`src/rtl/led_flash_arbiter.sv`:
```
// Shares one flashing LED between NREQ requesters: grant one, blink its count, pulse done.
// Define LED_ARB_FIXED_PRIO_EN for fixed lowest-index priority instead of round-robin.
module led_flash_arbiter #(
  parameter int NREQ  = 4,
  parameter int CNT_W = 4,
  parameter int HALF  = 4
) (
  input  logic                  clk,
  input  logic                  rst,
  input  logic [NREQ-1:0]       req,
  input  logic [NREQ*CNT_W-1:0] cnt,
  output logic [NREQ-1:0]       grant,
  output logic [NREQ-1:0]       done,
  output logic                  busy,
  output logic                  led
);

  localparam int PTR_W = (NREQ > 1) ? $clog2(NREQ) : 1;
  localparam int PH_W  = (HALF > 1) ? $clog2(HALF) : 1;
  localparam logic [PH_W-1:0] PH_LAST = PH_W'(HALF - 1);

  localparam logic [1:0] S_IDLE = 2'd0;
  localparam logic [1:0] S_ON   = 2'd1;
  localparam logic [1:0] S_OFF  = 2'd2;
  localparam logic [1:0] S_DONE = 2'd3;

  logic [1:0]       state_q, state_d;
  logic [CNT_W-1:0] rem_q, rem_d;
  logic [PH_W-1:0]  phase_q, phase_d;
  logic [NREQ-1:0]  grant_q, grant_d;
  logic [NREQ-1:0]  done_q, done_d;
  logic             busy_q, busy_d;
  logic             led_q, led_d;
  logic [PTR_W-1:0] sel_idx;

  logic [CNT_W-1:0] cnt_arr [NREQ];

  for (genvar gi = 0; gi < NREQ; gi++) begin : g_cnt_unpack
    assign cnt_arr[gi] = cnt[gi*CNT_W +: CNT_W];
  end

`ifdef LED_ARB_FIXED_PRIO_EN
  always_comb begin
    sel_idx = '0;
    for (int k = NREQ - 1; k >= 0; k--) begin
      if (req[k]) sel_idx = PTR_W'(k);
    end
  end
`else
  localparam logic [PTR_W:0] NREQ_EXT = (PTR_W + 1)'(NREQ);

  logic [PTR_W-1:0] ptr_q, ptr_d;
  logic [PTR_W-1:0] win_q, win_d;
  logic [PTR_W:0]   scan_pos;

  // Scan from the far end back toward the pointer so the closest set bit wins.
  always_comb begin
    sel_idx  = '0;
    scan_pos = '0;
    for (int k = NREQ - 1; k >= 0; k--) begin
      scan_pos = {1'b0, ptr_q} + (PTR_W + 1)'(k);
      if (scan_pos >= NREQ_EXT) scan_pos = scan_pos - NREQ_EXT;
      if (req[scan_pos[PTR_W-1:0]]) sel_idx = scan_pos[PTR_W-1:0];
    end
  end
`endif

  always_comb begin
    state_d = state_q;
    rem_d   = rem_q;
    phase_d = phase_q;
    grant_d = grant_q;
`ifndef LED_ARB_FIXED_PRIO_EN
    ptr_d   = ptr_q;
    win_d   = win_q;
`endif
    case (state_q)
      S_IDLE: begin
        grant_d = '0;
        if (|req) begin
          rem_d            = cnt_arr[sel_idx];
          grant_d[sel_idx] = 1'b1;
          phase_d          = '0;
          state_d          = (cnt_arr[sel_idx] != '0) ? S_ON : S_DONE;
`ifndef LED_ARB_FIXED_PRIO_EN
          win_d            = sel_idx;
`endif
        end
      end
      S_ON: begin
        if (phase_q == PH_LAST) begin
          phase_d = '0;
          state_d = S_OFF;
        end else begin
          phase_d = phase_q + 1'b1;
        end
      end
      S_OFF: begin
        if (phase_q == PH_LAST) begin
          phase_d = '0;
          // remaining is always >= 1 here; the guard keeps it from ever wrapping
          rem_d   = (rem_q != '0) ? rem_q - 1'b1 : '0;
          state_d = (rem_q <= CNT_W'(1)) ? S_DONE : S_ON;
        end else begin
          phase_d = phase_q + 1'b1;
        end
      end
      S_DONE: begin
        grant_d = '0;
        state_d = S_IDLE;
`ifndef LED_ARB_FIXED_PRIO_EN
        ptr_d   = (win_q == PTR_W'(NREQ - 1)) ? '0 : win_q + 1'b1;
`endif
      end
      default: begin
        grant_d = '0;
        state_d = S_IDLE;
      end
    endcase
  end

  // Outputs are registered off the next state so the LED pin never glitches.
  always_comb begin
    led_d  = (state_d == S_ON);
    busy_d = (state_d != S_IDLE);
    done_d = (state_d == S_DONE) ? grant_d : '0;
  end

  always_ff @(posedge clk) begin
    if (!rst) begin
      state_q <= S_IDLE;
      rem_q   <= '0;
      phase_q <= '0;
      grant_q <= '0;
      done_q  <= '0;
      busy_q  <= 1'b0;
      led_q   <= 1'b0;
`ifndef LED_ARB_FIXED_PRIO_EN
      ptr_q   <= '0;
      win_q   <= '0;
`endif
    end else begin
      state_q <= state_d;
      rem_q   <= rem_d;
      phase_q <= phase_d;
      grant_q <= grant_d;
      done_q  <= done_d;
      busy_q  <= busy_d;
      led_q   <= led_d;
`ifndef LED_ARB_FIXED_PRIO_EN
      ptr_q   <= ptr_d;
      win_q   <= win_d;
`endif
    end
  end

  assign grant = grant_q;
  assign done  = done_q;
  assign busy  = busy_q;
  assign led   = led_q;

endmodule

```
`config.mk`:
```
export PLATFORM = sky130hd
export DESIGN_NAME = led_flash_arbiter
export DESIGN_NICKNAME = d
export VERILOG_FILES = /design/src/rtl/led_flash_arbiter.sv
export SDC_FILE = /design/constraint.sdc
export NUM_CORES = 1
export LEC_CHECK = 0
export ABC_AREA = 0
export CAP_MARGIN = 20
export CORE_AREA = 2 2 69 54
export DETAILED_ROUTE_END_ITERATION = 8
export DIE_AREA = 0 0 71 56
export GPL_TIMING_DRIVEN = 1
export PLACE_DENSITY_LB_ADDON = 0.3
export REMOVE_ABC_BUFFERS = 1
export SLEW_MARGIN = 20
export SYNTH_ARGS = -nofsm -noshare
export SYNTH_HDL_FRONTEND = slang
export SYNTH_SLANG_ARGS = --single-unit
```
`constraint.sdc`:
```
create_clock -name clk -period 2.75 [get_ports clk]
set_input_delay 0.55 -clock clk [delete_from_list [all_inputs] [get_ports clk]]
set_output_delay 0.55 -clock clk [all_outputs]
set_load 0.1 [all_outputs]
```
[Word level (Yosys, flattened, before mapping)]
Index checks and enable logic that the tools add are counted.
Word-level totals
  register bits: 22
  output and inout bits: 10
Cells by class
  add/sub/neg operators: 10
  eq/ne operators: 9
  bitwise gates (word level): 1
  mux-type cells: 37
  reductions and logical operators: 13
  $lt $le $gt $ge: 12
Operators with widths (count)
  $mux 2: 16
  $mux 4: 6
  $pmux 4 s2: 2
  $lt 2x3->1 const B: 5
  $ge 3x3->1 const B: 4
  $eq 2x2->1 const B: 5
  $bmux 1 s2: 4
  $bmux 4 s2: 1
  $pmux 2 s4: 1
  $reduce_bool 4->1: 2
  $sub 2x1->2 const B: 4
  $add 2x2->3 const B: 2
  $reduce_and 2->1: 3
  $reduce_bool 2->1: 3
  $mux 1: 5
  $add 2x1->2 const B: 2
  $eq 2x1->1 const B: 2
  $le 4x1->1 const B: 1
  $ne 2x2->1 const B: 2
  $pmux 2 s2: 1
  $reduce_or 4->1: 1
  $sub 4x1->4 const B: 1
  $add 2x1->3 const B: 1
  $ge 2x3->1 const B: 1
  other kinds (7): 7

[Longest topological paths before layout]
Gate-level depths: netlist of the first run.
  depth after elaboration: 19
  depth in mapped cells: 9

[Least setup slack after synthesis of the first run]
No wires, ideal clock.
  path type: input to register
  start: input port req[2]
  end: register led_q (netlist: led)
  setup slack: 0.693 ns
  path buffers: 0
  stages: 7
  required time: 2.635 ns
  arrival: 1.942 ns
  path through: mux2i_1 -> nor2_1 -> nor3_4 -> mux2_2 -> o22ai_2 -> a41oi_4 -> and2_1
On the way
  longest elaborated chain between the ends: 15
  elaborated cells between the ends (all ways): 22
  classes of those cells: eq/ne (1); mux (18); bitwise (1); reduce/logical (2)
RTL lines
  start, declared: line 10  | input logic [NREQ-1:0] req,
  $bmux 1 s2: line 63  | if (req[scan_pos[PTR_W-1:0]]) sel_idx = scan_pos[PTR_W-1:0];
  $mux 1 (not written as such): line 63
  $mux 2 (4 in series): line 63
  $not 2->3 (not written as such): line 84  | state_d = (cnt_arr[sel_idx] != '0) ? S_ON : S_DONE;
  $bmux 4 s2: line 84
  $mux 4 (not written as such) (2 in series): line 84
  $reduce_bool 4->1: line 84
  $mux 2: line 84
  $mux 2 *: line 80  | if (|req) begin
  $pmux 2 s4 *: line 77  | case (state_q)
  $eq 2x1->1 *: line 124  | led_d = (state_d == S_ON);
  end signal, assigned: line 149  | led_q <= led_d;
  end, declared: line 33  | logic led_q, led_d;
Mark *: on every way between the ends. The rest lies on a longest branch, timed or not. The select of a mux whose other input is x is not followed.
A chain may end at the register's enable or synchronous reset.

[Final worst setup path of the first run]
  start: input port req[0]
  end: register done_q[3] (netlist: done[3])
On the way
  longest elaborated chain between the ends: 16
  elaborated cells between the ends (all ways): 30
  classes of those cells: order compare (2); eq/ne (1); mux (22); bitwise (1); reduce/logical (4)
RTL lines
  $bmux 1 s2: line 63
  $mux 1 (not written as such): line 63
  $mux 2 (4 in series): line 63
  $not 2->3 (not written as such): line 84
  $bmux 4 s2: line 84
  $mux 4 (not written as such) (2 in series): line 84
  $reduce_bool 4->1: line 84
  $mux 2: line 84
  $mux 2: line 80
  $pmux 2 s4: line 77
  $eq 2x2->1: line 126  | done_d = (state_d == S_DONE) ? grant_d : '0;
  $reduce_and 2->1 (no source line)
  end signal, assigned: line 147  | done_q <= done_d;
  end, declared: line 31  | logic [NREQ-1:0] done_q, done_d;
Several ways; a longest one is shown, not always the timed one. The select of a mux whose other input is x is not followed.

==> impl_metrics.csv, run 1 <==
group,metric,value,unit
detailed_routing,dr_wl_met2,1330,µm
placement,dp_hpwl,2250,µm
cts,clkSlewWorstSetupHoldPaths,0.08,ns
synth,async_reset_ff_share,0,%
synth,synth_common_cells,"dfxtp_1 (22), nand2_1 (19), mux2i_1 (10), nor2_1 (10), a21oi_1 (8)",
synth,synth_cells,143,
power,peakVddDrop,0.2639,mV
timing,whs,0.4869,ns
global_routing,grt_max_degree,18,
placement,place.gp.congestion,0.7994,
worst_setup_path,critPathMaxFanout,6,
global_routing,antenna_found_initial,0,
cts,clock_path_buffers,2,
synth,yosysSeqAreaShare,34.54,%
synth,yosys.area.top_type,"dfxtp_1",
timing,setup_viol,0,
synth,ys_ff_latch,22,
timing,slew_violations,0,
hold_path,hold_class,"flip-flop to flip-flop",
cts,cts_tree,"built",
power,p_comb_share,34.8,%
timing,skew,0.001929,ns
floorplan,die_h,56,µm
floorplan,start_util,39.04,%
synth,synth_edf_count,0,
detailed_routing,wirelength,2827,µm
detailed_routing,drt-met1-wl,1357,µm
run,maxCapViolCount,0,
detailed_routing,ant_nets,0,
power,leakage,0.6156,nW
synth,synth_area,0.001275,mm²
floorplan,dieArea,0.003976,mm²
cts,cts.repair.resized,0,
synth,netlist.area_leader.share,34.54,%
timing,fin_crit,2.462,ns
power,internal_power,0.0006022,W
power,p_sw_share,34.90,%
placement,io_buffers,31,
detailed_routing,top_layer,"met4",
worst_setup_path,critical_path.endpoint_type,"flip-flop",
finish,final-seq-area,440.4,µm²
finish,final_area,0.001643,mm²
cts,cts_setup_buffers,0,
worst_setup_path,path_class,"input pin to flip-flop",
detailed_routing,drc,0,
floorplan,pin_count,32,
global_routing,grt-ovfl-total,0,
detailed_routing,wl_met3,116,µm
detailed_routing,via_per_inst,5.140,
timing,hold_viol,0,
finish,multi_input_area,785.8,µm²
detailed_routing,drt_pass1_iterations,4,
cts,ctsRootBufferMaster,"clkbuf_8",
worst_setup_path,worstPathRequired,2.93,ns
cts,clock_sinks,22,
finish,antenna_cells,0,
power,seq_power_share,40.2,%
cts,h-tree-depth,1,
finish,area_growth,28.85,%
detailed_routing,drtIter0Drc,45,
power,clkPwrFrac,25.0,%
status,outcome,"finished clean",
detailed_routing,wire_per_inst,13.21,µm
floorplan,core_area,0.003266,mm²
timing,fmax,406.2,MHz
timing,rsz0062_at_grt,"no",
placement,postPlaceCellArea,0.001588,mm²
floorplan,fp.dieW,71,µm
worst_setup_path,cp.arrival,2.64,ns
power,p_switching,0.0003228,W
synth,yosys_most_used_dff,"dfxtp_1",
synth,syn_area_per_cell,8.916,µm²
synth,synth_cell_types,32,
finish,drive_above_1_share,14.94,%
timing,finalCritPeriodShare,89.53,%
cts,cts_made_buffers,3,
synth,yosysMostFrequentCell,"dfxtp_1",
detailed_routing,vias,1100,
cts,clock_latency,0.26,ns
power,p_per_area,563.0,mW/mm²
floorplan,num_rows,18,
global_routing,grt_pass1_wl,4692,µm
synth,ys_warn_count,0,
global_routing,grt_pass1_vias,1043,
global_routing,track_usage,14.81,%
finish,nNetsFinal,204,
cts,cts_hold_buffers,0,
synth,synthTopCellsByArea,"dfxtp_1 (35%), mux2i_1 (7.9%), ha_1 (6.9%)",
timing,worstMarginPinSlew,0.5531,ns
worst_setup_path,worstSetupStartpointType,"input pin",
finish,fillers,302,
timing,totalNegativeSetupSlack,0,ns
timing,slew_headroom,63.01,%
==> critical path, cell delays in order <==
cell,delay [ns]
clkdlybuf4s50_1,0.48
mux2i_1,0.17
nor2_1,0.09
nor3_4,0.33
mux2_2,0.41
o22ai_2,0.19
a41oi_4,0.18
nor3b_1,0.24
==> state kept, by name, summed over array words and instances (netlist names), 2 cells and up <==
signal   cells
phase_q      2
ptr_q        2
win_q        2
grant        4
state_q      2
done         4
rem_q        4
==> layout make-up <==
class	instances	share of cell area, %
Clock buffer	4	3.351
Timing Repair Buffer	33	18.28
Multi-Input combinational cell	112	47.83
Tap cell	40	3.046
Sequential cell	22	26.81
Inverter	3	0.6855
==> power groups by stage <==
| stage | logic (W) | clock network (W) | registers [W] |
|---|---|---|---|
| 3_5_place_dp | 0.000321 | 0 | 0.000380 |
| 4_1_cts | 0.000322 | 0.000240 | 0.000372 |
| 2_1_floorplan | 0.000153 | 0 | 0.000455 |
| 6_report | 0.000322 | 0.000231 | 0.000372 |
| 5_1_grt | 0.000348 | 0.000252 | 0.000377 |
| 3_3_place_gp | 0.000316 | 0 | 0.000378 |
==> path summary, 6_finish.rpt <==
path	from	to	slack [ns]	cells after the start
worst max-delay path	req[0]	done[3]	0.29	8
worst min-delay path	win_q[1]	win_q[1]	0.49	2
worst max register to register	ptr_q[1]	done[3]	0.51	7
worst min register to register	win_q[1]	win_q[1]	0.49	2
==> per-layer routing <==
layer / vias to the layer above / GRT usage, %
met5: - / 0
met4: 0 / 4.043
met3: 4 / 4.167
met2: 21 / 24.30
met1: 512 / 19.00
li1: 563 / -
==> placed cells by master, fill, tap and decap left out, drive strengths merged <==
cell           count
inv                3
o22a               3
nor4b              1
nor3               4
o31ai              4
and2b              1
buf               12
nand2b             3
ha                 7
o21ai              6
and2               6
nor2b              5
a21boi             5
mux2               5
a31oi              1
o22ai              2
clkbuf             4
nor4               1
nand2             19
a41oi              1
mux2i             10
o21a               4
clkdlybuf4s50     21
nor3b              3
a21oi              8
or3                1
nand3              1
xor2               1
dfxtp             22
nor2              10
==> kinds of logic after synthesis <==
logic type	after synthesis	synth area share [%]
buffers and inverters	9	3.827
multiplexers	15	12.27
XOR/XNOR	1	0.6871
flip-flops	22	34.54
adder cells (fa/ha/maj)	7	6.869
AND/OR/NAND/NOR	55	22.38
AO/OA/AOI/OAI	34	19.43
==> metrics by stage <==
stage | utilization, % | power, W | instances | setup WS (ns)
2_1_floorplan | - | 0.0006087 | 137 | 0.6926
3_3_place_gp | 48.62 | 0.0006943 | 210 | 0.09619
3_5_place_dp | 48.62 | 0.0007010 | 210 | 0.03641
4_1_cts | 50.31 | 0.0009338 | 214 | 0.3001
5_1_grt | 50.31 | 0.0009775 | 214 | 0.2034
6_report | 50.31 | 0.0009250 | 214 | 0.2880
No activity file was read; power rests on OpenSTA's default activity.
==> run 2, diff against run 1 <==
--- a/config.mk
+++ b/config.mk
@@ -7,9 +7,9 @@
 export LEC_CHECK = 0
 export ABC_AREA = 0
 export CAP_MARGIN = 20
-export CORE_AREA = 2 2 69 54
+export CORE_AREA = 2 2 73 58
 export DETAILED_ROUTE_END_ITERATION = 8
-export DIE_AREA = 0 0 71 56
+export DIE_AREA = 0 0 75 60
 export GPL_TIMING_DRIVEN = 1
 export PLACE_DENSITY_LB_ADDON = 0.3
 export REMOVE_ABC_BUFFERS = 1
==> impl_metrics.csv, run 2 (synthesized netlist as in run 1, its figures left out) <==
group,metric,value,unit
global_routing,grt-ovfl-total,0,
floorplan,num_rows,20,
detailed_routing,wirelength,3082,µm
worst_setup_path,critPathMaxFanout,7,
detailed_routing,drc,0,
timing,rsz0062_at_grt,"no",
worst_setup_path,reg2reg_depth,7,
timing,fmax,418.8,MHz
placement,dp.cells,228,
floorplan,fp.dieW,75,µm
finish,final_util,43.99,%
cts,clock_path_buffers,2,
timing,hold_viol,0,
finish,mostFrequentLayoutCell,"dfxtp_1",
cts,h-tree-depth,1,
worst_setup_path,path_class,"input pin to flip-flop",
placement,io_buffers,31,
worst_setup_path,critical_path.endpoint_type,"flip-flop",
finish,nNetsFinal,207,
floorplan,pin_count,32,
detailed_routing,drt_pass1_iterations,4,
cts,ctsRootBufferMaster,"clkbuf_8",
detailed_routing,via_per_inst,4.948,
global_routing,grt_max_degree,13,
worst_setup_path,cp.arrival,2.60,ns
timing,totalNegativeSetupSlack,0,ns
detailed_routing,ant_nets,0,
floorplan,core_area,0.003829,mm²
timing,slew_violations,0,
cts,clkSlewWorstSetupHoldPaths,0.08,ns
cts,cts_setup_buffers,0,
worst_setup_path,worstSetupStartpointType,"input pin",
cts,cts_made_buffers,3,
global_routing,grt_pass1_wl,4933,µm
floorplan,die_h,60,µm
finish,layout_common_cells,"dfxtp_1 (22), clkdlybuf4s50_1 (21), nand2_1 (19)",
detailed_routing,vias,1148,
hold_path,whs_path_depth,2,
floorplan,start_util,33.30,%
timing,skew,0.005565,ns
placement,dp_hpwl,2452,µm
worst_setup_path,r2r_setup_slack,0.60,ns
power,peakVddDrop,0.2981,mV
run,maxCapViolCount,0,
worst_setup_path,path_buf_inv,1,
worst_setup_path,endpoint,"led",
worst_setup_path,r2r_end,"done[3]",
finish,drive_above_1_share,16.38,%
global_routing,track_usage,14.77,%
hold_path,hold_start,"win_q[1]",
global_routing,grt_pass1_vias,1098,
worst_setup_path,crit_start,"req[0]",
worst_setup_path,slowest_delay,0.56,ns
worst_setup_path,cpMaxStageDelayCell,"clkdlybuf4s50_1",
cts,cts_hold_buffers,0,
timing,worstMarginPinSlew,0.5396,ns
finish,area_growth,32.09,%
finish,fillers,383,
timing,fin_crit,2.388,ns
detailed_routing,wire_per_inst,13.28,µm
worst_setup_path,worstPathRequired,2.96,ns
cts,clock_sinks,22,
timing,slew_headroom,63.72,%
worst_setup_path,path_depth,8,
finish,antenna_cells,0,
timing,setup_viol,0,
finish,instances_no_fill,232,
power,leakage,0.6310,nW
cts,cts.repair.resized,0,
floorplan,dieArea,0.004500,mm²
cts,clock_latency,0.27,ns
worst_setup_path,path_cells,"clkdlybuf4s50_1 -> a21oi_1 -> o21a_1 -> o22a_2 -> mux2i_1 -> mux2_2 -> a41oi_4 -> and2_1",
worst_setup_path,rr_startpoint,"ptr_q[1]",
detailed_routing,drtIter0Drc,44,
power,p_per_area,557.6,mW/mm²
status,outcome,"finished clean",
timing,finalCritPeriodShare,86.83,%
worst_setup_path,critPathTopFamily,"compound AO/OA/AOI/OAI gates",
placement,place.gp.congestion,0.7876,
global_routing,antenna_found_initial,0,
cts,cts_tree,"built",
hold_path,hold_class,"flip-flop to flip-flop",
-- run 2: changes by cell type in the layout (fill, tap and decap cells not counted), sizes merged --
cell / change
buf: +3
-- run 2: metrics by stage --
| stage | total power, W | hold WS [ns] | setup WS, ns | instance area [µm²] |
|---|---|---|---|---|
| 2_1_floorplan | 0.0006087 | 0.4472 | 0.6926 | 1237 |
| 3_3_place_gp | 0.0006991 | 0.4635 | 0.1428 | 1629 |
| 3_5_place_dp | 0.0007076 | 0.4885 | 0.07816 | 1629 |
| 4_1_cts | 0.0009423 | 0.5000 | 0.3588 | 1684 |
| 5_1_grt | 0.0009948 | 0.5249 | 0.2055 | 1684 |
| 6_report | 0.0009390 | 0.4955 | 0.3621 | 1684 |
-- run 2: worst min-delay path by stage --
stage / slack [ns] / end
2_1_floorplan: 0.45 / win_q[1]
6_report: 0.50 / win_q[1]
5_1_grt: 0.52 / win_q[1]
4_1_cts: 0.50 / win_q[1]
3_5_place_dp: 0.49 / win_q[1]
3_3_place_gp: 0.46 / win_q[1]
-- run 2: area by class of cell --
| type | instances | area [µm²] | area share, % |
|---|---|---|---|
| multi-input cells | 112 | 785.8 | 46.66 |
| repair buffers | 36 | 322.8 | 19.17 |
| inverters | 3 | 11.26 | 0.6686 |
| flip-flops and latches | 22 | 440.4 | 26.15 |
| clock buffers | 4 | 55.05 | 3.269 |
| well taps | 55 | 68.82 | 4.086 |
-- run 2: per-layer routing --
metal	share of wire [%]	track usage, %	vias up
met5	0	0	-
met4	0.26	2.551	0
met3	4.7	4.722	2
met2	49	26.19	31
met1	46	17.67	545
li1	-	-	570
-- run 2: worst register-to-register path, stage by stage, from the launching register on --
cell and delay (ns):
dfxtp_1 0.48, mux2i_1 0.22, nor2_1 0.08, nor3_4 0.33, mux2_2 0.40, o22ai_2 0.18, a41oi_4 0.17, nor3b_1 0.21
-- run 2: power breakdown --
group	internal [W]	total (W)	switching, W	leakage [nW]
Combinational	0.000127	0.000327	0.000200	0.422
Clock	0.000128	0.000237	0.000110	0.0288
Sequential	0.000350	0.000375	0.0000253	0.180
Total	0.000604	0.000939	0.000335	0.631
